### config.mk
export PLATFORM = sky130hd
export DESIGN_NAME = sr_lsu_ctrl
export DESIGN_NICKNAME = d
export VERILOG_FILES = /design/src/rtl/sr_lsu_ctrl.sv
export SDC_FILE = /design/constraint.sdc
export NUM_CORES = 1
export LEC_CHECK = 0
export BUFFER_PORTS_ARGS = -buffer_cell sky130_fd_sc_hd__buf_2
export CORE_UTILIZATION = 40
export CTS_BUF_LIST = sky130_fd_sc_hd__clkbuf_16
export DETAILED_ROUTE_END_ITERATION = 10
export GPL_ROUTABILITY_DRIVEN = 0
export HOLD_SLACK_MARGIN = 0.12
export PLACE_DENSITY = 0.69
export SETUP_SLACK_MARGIN = 0.4
export SYNTH_ARGS = -nofsm -noshare
export SYNTH_HDL_FRONTEND = slang
export SYNTH_SLANG_ARGS = --single-unit
### constraint.sdc
create_clock -name clk -period 3.3 [get_ports clk]
set_input_delay 0.165 -clock clk [delete_from_list [all_inputs] [get_ports clk]]
set_output_delay 0.165 -clock clk [all_outputs]
set_load 0.02 [all_outputs]
### src/rtl/sr_lsu_ctrl.sv
// Load/store sequencer between the schoolRISCV datapath and a handshaked data memory.
// One word-aligned transaction per access; the core stalls until it completes.
module sr_lsu_ctrl #(
  parameter int TIMEOUT = 15,
  parameter int CNT_W   = 8
) (
  input  logic        clk,
  input  logic        rst,
  input  logic        load_req,
  input  logic        store_req,
  input  logic [2:0]  load_type,
  input  logic [1:0]  store_size,
  input  logic [31:0] addr,
  input  logic [31:0] wdata,
  output logic        stall,
  output logic        done,
  output logic [31:0] rdata,
  output logic        misalign_err,
  output logic        timeout_err,
  output logic        mem_req,
  output logic        mem_we,
  output logic [31:0] mem_addr,
  output logic [3:0]  mem_be,
  output logic [31:0] mem_wdata,
  input  logic        mem_ack,
  input  logic [31:0] mem_rdata
);

  typedef enum logic [1:0] {IDLE, REQ, DONE} state_t;

  state_t state, state_next;

  logic             store_act;
  logic             any_req;
  logic             bad_align;
  logic             req_err;
  logic             capture;
  logic             enter_err;
  logic             ack_ok;
  logic             time_out;
  logic [CNT_W-1:0] cnt;
  logic [2:0]       type_q;
  logic [1:0]       off_q;
  logic             is_load_q;
  logic             err_mis_q;
  logic             err_to_q;
  logic [31:0]      rdata_q;
  logic [3:0]       store_be;
  logic [31:0]      store_data;
  logic [31:0]      shifted;
  logic [31:0]      load_ext;

  // Request validation: a store of size 0 is no request at all.
  always_comb begin
    store_act = store_req && (store_size != 2'd0);
    any_req   = load_req || store_act;
    bad_align = 1'b0;
    if (load_req) begin
      case (load_type)
        3'd0, 3'd4: bad_align = 1'b0;
        3'd1, 3'd5: bad_align = addr[0];
        3'd2:       bad_align = (addr[1:0] != 2'b00);
        default:    bad_align = 1'b1;
      endcase
    end else if (store_act) begin
      case (store_size)
        2'd2:    bad_align = addr[0];
        2'd3:    bad_align = (addr[1:0] != 2'b00);
        default: bad_align = 1'b0;
      endcase
    end
    req_err = bad_align || (load_req && store_act);
  end

  // Store lane steering: narrow data is replicated, byte enables pick the lanes.
  always_comb begin
    store_be   = 4'b1111;
    store_data = wdata;
    case (store_size)
      2'd1: begin
        store_be   = 4'b0001 << addr[1:0];
        store_data = {4{wdata[7:0]}};
      end
      2'd2: begin
        store_be   = addr[1] ? 4'b1100 : 4'b0011;
        store_data = {2{wdata[15:0]}};
      end
      default: begin
        store_be   = 4'b1111;
        store_data = wdata;
      end
    endcase
  end

  always_comb begin
    shifted  = mem_rdata >> {off_q, 3'b000};
    load_ext = shifted;
    case (type_q)
      3'd0:    load_ext = {{24{shifted[7]}}, shifted[7:0]};
      3'd1:    load_ext = {{16{shifted[15]}}, shifted[15:0]};
      3'd4:    load_ext = {24'd0, shifted[7:0]};
      3'd5:    load_ext = {16'd0, shifted[15:0]};
      default: load_ext = shifted;
    endcase
  end

  always_ff @(posedge clk or posedge rst) begin
    if (rst) state <= IDLE;
    else     state <= state_next;
  end

  // Next state and handshake outputs; stall is forced low while reset is held.
  always_comb begin
    state_next = state;
    capture    = 1'b0;
    enter_err  = 1'b0;
    ack_ok     = 1'b0;
    time_out   = 1'b0;
    stall      = 1'b0;
    mem_req    = 1'b0;
    done       = 1'b0;
    case (state)
      IDLE: begin
        if (any_req) begin
          stall = 1'b1;
          if (req_err) begin
            enter_err  = 1'b1;
            state_next = DONE;
          end else begin
            capture    = 1'b1;
            state_next = REQ;
          end
        end
      end
      REQ: begin
        stall   = 1'b1;
        mem_req = 1'b1;
        if (mem_ack) begin
          ack_ok     = 1'b1;
          state_next = DONE;
        end else if (cnt == CNT_W'(TIMEOUT - 1)) begin
          time_out   = 1'b1;
          state_next = DONE;
        end
      end
      DONE: begin
        done       = 1'b1;
        state_next = IDLE;
      end
      default: state_next = IDLE;
    endcase
    if (rst) stall = 1'b0;
  end

  assign misalign_err = done && err_mis_q;
  assign timeout_err  = done && err_to_q;
  assign rdata        = rdata_q;

  always_ff @(posedge clk or posedge rst) begin
    if (rst) begin
      cnt       <= '0;
      mem_we    <= 1'b0;
      mem_addr  <= 32'd0;
      mem_be    <= 4'd0;
      mem_wdata <= 32'd0;
      type_q    <= 3'd0;
      off_q     <= 2'd0;
      is_load_q <= 1'b0;
      err_mis_q <= 1'b0;
      err_to_q  <= 1'b0;
      rdata_q   <= 32'd0;
    end else begin
      if (capture) begin
        cnt       <= '0;
        mem_we    <= !load_req;
        mem_addr  <= {addr[31:2], 2'b00};
        mem_be    <= load_req ? 4'b1111 : store_be;
        mem_wdata <= load_req ? 32'd0 : store_data;
        type_q    <= load_type;
        off_q     <= addr[1:0];
        is_load_q <= load_req;
        err_mis_q <= 1'b0;
        err_to_q  <= 1'b0;
      end
      if (enter_err) begin
        err_mis_q <= 1'b1;
        err_to_q  <= 1'b0;
        rdata_q   <= 32'd0;
      end
      if (state == REQ) begin
        if (ack_ok) begin
          cnt     <= '0;
          rdata_q <= is_load_q ? load_ext : 32'd0;
        end else if (time_out) begin
          cnt      <= '0;
          err_to_q <= 1'b1;
          rdata_q  <= 32'd0;
        end else begin
          cnt <= cnt + 1'b1;
        end
      end
    end
  end

endmodule

==> flow_metrics.tcl <==
set metrics [dict create \
    drt-met1-wl_um 7760 \
    slowest_delay_ns 0.56 \
    cts_buffer_depth 2 \
    cts.sinks 117 \
    status "finished with violations" \
    track_usage 0.2455 \
    grt_max_degree 83 \
    hold_path_class "input port to flop" \
    syn_area_um2 6083 \
    dr_wl_met2_um 9005 \
    end_kind "flop" \
    maxSlewHeadroom 0.2728 \
    io_buffers 209 \
    peakVddDrop_mv 0.4986 \
    mostFrequentLayoutCells "buf_2 (209), dfrtp_1 (117), mux2_2 (66)" \
    route.detailed.drc 12 \
    wire_per_inst_um 18.36 \
    synth.yosys.warnings 0 \
    utilization 0.5752 \
    crit_fanout 46 \
    crit_start "addr[0]" \
    power_frac_comb 0.427 \
    worstSetupStartpointType "input port" \
    start_util 0.4139 \
    intPower_mw 4.577 \
    clockPowerShare 0.248 \
    p_seq_frac 0.326 \
    reg2reg_from "state[0]" \
    cts_root_buf "clkbuf_16" \
    via_per_inst 5.623 \
    clock.fmax_mhz 426.8 \
    ys_ff_latch 117 \
    dr_wl_met3_um 1564 \
    fin_crit_ns 2.343 \
    die_w_um 125.3 \
    cp.required_ns 3.59 \
    synth_flop_cell "dfrtp_1" \
    layout_commonest_cell "buf_2" \
    cts_tree "built" \
    switchingPower_mw 2.998 \
    crit_slowest_cell "dlygate4sd3_1" \
    ys_types 51 \
    synth-edff-count 0 \
    async_flop_share 1.000 \
    drv_cap 0 \
    worst_ep_arrival_time_ns 2.64 \
    syn2layout_area_growth_pct 38.98 \
    htree_num_levels 4 \
    ant_nets 0 \
    top_layer_used "met4" \
    fin_skew_ns 0.009201 \
    ys_seq_area_frac 0.4813 \
    floorplan.die_area_um2 15710 \
    io_pins 212 \
    violations "design-rule violations" \
    p_leak_nw 4.010 \
    worstHoldPathCells 3 \
    worst-path-stages 7 \
    final.setup.tns_ns 0 \
    power_density_nw_per_um2 895.9 \
    drive_gt1_frac 0.3798 \
    drv_slew 0 \
    finalSetupViolCount 0 \
    postSynthAreaPerCell_um2 10.54 \
    path_buf_inv 3 \
    cts-buffers-inserted 17 \
    diodes 0 \
    dp_hpwl_um 12330 \
    path_delay_family "buffers and inverters" \
    die_y_um 125.3 \
    grt_pass1_vias 5915 \
    path_cells "dlygate4sd3_1 -> buf_2 -> o41a_1 -> and2_1 -> nor3_4 -> buf_4 -> mux2_2" \
    wl_um 18800 \
    postSynthCellCount 577 \
    antenna_found_initial 0 \
    clk_latency_ns 0.42 \
    placementRows 44 \
    rr_worst_depth 5 \
    clkSlewWorstSetupHoldPaths_ns 0.05 \
    rsz0062_at_grt "no" \
    finalHoldViolCount 0 \
    worst_pin_slew_ns 1.091 \
    p_sw_frac 0.3957 \
    nets 940 \
    core_area_um2 14700 \
    finalCritPeriodShare 0.7100 \
    nFillCells 1230 \
    drt_iter0_markers 493 \
    min-delay-start "wdata[10]" \
    critPathKind "input port to flop" \
    grt_pass1_wl_um 30510 \
    overflow 0 \
    firstDrtPassIters 8 \
    num_vias 5758 \
]
==> what timing repair did <==
action / CTS / global route
buffers inserted: 0 / 0
endpoints found under the hold margin: 93 / 0
hold buffers: 58 / 0
resized for setup: 0 / 0
==> layer usage <==
layer / vias to the layer above / track usage
li1: 2637 / -
met1: 2819 / 0.3094
met2: 263 / 0.3927
met3: 39 / 0.07916
met4: 0 / 0.09469
met5: - / 0
==> state kept, by name, summed over array words and instances (netlist names) <==
register,cells
cnt,8
err_mis_q,1
err_to_q,1
is_load_q,1
mem_addr,30
mem_be,4
mem_wdata,32
mem_we,1
off_q,2
rdata,32
state,2
type_q,3
==> area by class of cell <==
class	instances	area, um2	share of cell area
clock buffer	17	425.4	0.05032
clock inverter	14	171.4	0.02028
inverter	16	63.81	0.007548
multi-input combinational	398	2914	0.3447
sequential	117	2928	0.3463
tap	184	230.2	0.02723
timing repair buffer	278	1722	0.2036
==> power groups by stage <==
stage	Sequential, mW	Clock, mW	Combinational [mW]
after CTS	2.46	1.91	3.23
after detailed placement	2.47	0	3.17
after global placement	2.43	0	3.10
after global routing	2.55	1.97	3.46
final	2.47	1.88	3.23
after floorplan	3.05	0	1.50
==> cells by family (layout without fill, tap and decap cells) <==
group | after synthesis | after routing | synth area share
muxes | 99 | 99 | 0.1816
DFF | 117 | 117 | 0.4813
buffers and inverters | 63 | 325 | 0.04422
other | 1 | 2 | 0.0006164
adders and majority gates | 6 | 6 | 0.01234
AOI/OAI and AO/OA | 138 | 138 | 0.1415
and+or+nand+nor | 153 | 153 | 0.1384
==> through the flow <==
| stage | worst slack (ns) | total power [mW] | cell area [um2] | hold slack [ns] | instances |
|---|---|---|---|---|---|
| 2_1_floorplan | 1.304 | 4.551 | 6091 | 0.2997 | 578 |
| 3_3_place_gp | 0.9497 | 5.534 | 7277 | 0.3335 | 935 |
| 3_5_place_dp | 0.8310 | 5.634 | 7277 | 0.3574 | 935 |
| 4_1_cts | 0.9752 | 7.596 | 8454 | 0.1216 | 1024 |
| 5_1_grt | 0.8530 | 7.983 | 8454 | 0.1385 | 1024 |
| 6_report | 0.9570 | 7.575 | 8454 | 0.1303 | 1024 |
==> worst reg2reg max path: cells and delay by family (launching register included) <==
kind            cells  cell delay, ns
simple gates        2            0.45
buf+inv             1            0.53
mux                 1            0.43
flops               1            0.45
compound gates      1            0.26
==> Yosys cell counts, drive strengths merged (2+ instances only) <==
library cell / number / share of area
a211oi: 7 / 0.0086
a21o: 2 / 0.0025
a21oi: 21 / 0.017
a22oi: 8 / 0.0099
and2: 4 / 0.0041
buf: 14 / 0.014
clkbuf: 33 / 0.020
dfrtp: 117 / 0.48
ha: 6 / 0.012
inv: 16 / 0.0099
mux2: 71 / 0.13
mux2i: 26 / 0.043
mux4: 2 / 0.0074
nand2: 29 / 0.018
nand2b: 14 / 0.014
nand3: 21 / 0.017
nand4: 41 / 0.042
nor2: 13 / 0.0080
nor2b: 13 / 0.013
nor3: 5 / 0.0049
o2111ai: 8 / 0.012
o211ai: 16 / 0.020
o21a: 9 / 0.011
o21ai: 56 / 0.046
o22ai: 3 / 0.0031
or2: 2 / 0.0021
or3: 2 / 0.0021
==> final timing paths <==
kind,to,slack (ns)
setup reg to reg,mem_wdata[0],1.06
min in group asynchronous,mem_addr[23],0.45
max in group asynchronous,rdata[21],1.96
hold / removal,mem_wdata[10],0.13
hold reg to reg,mem_wdata[16],0.50
setup / recovery,mem_wdata[0],0.96
(Power assumes the default switching activity.)
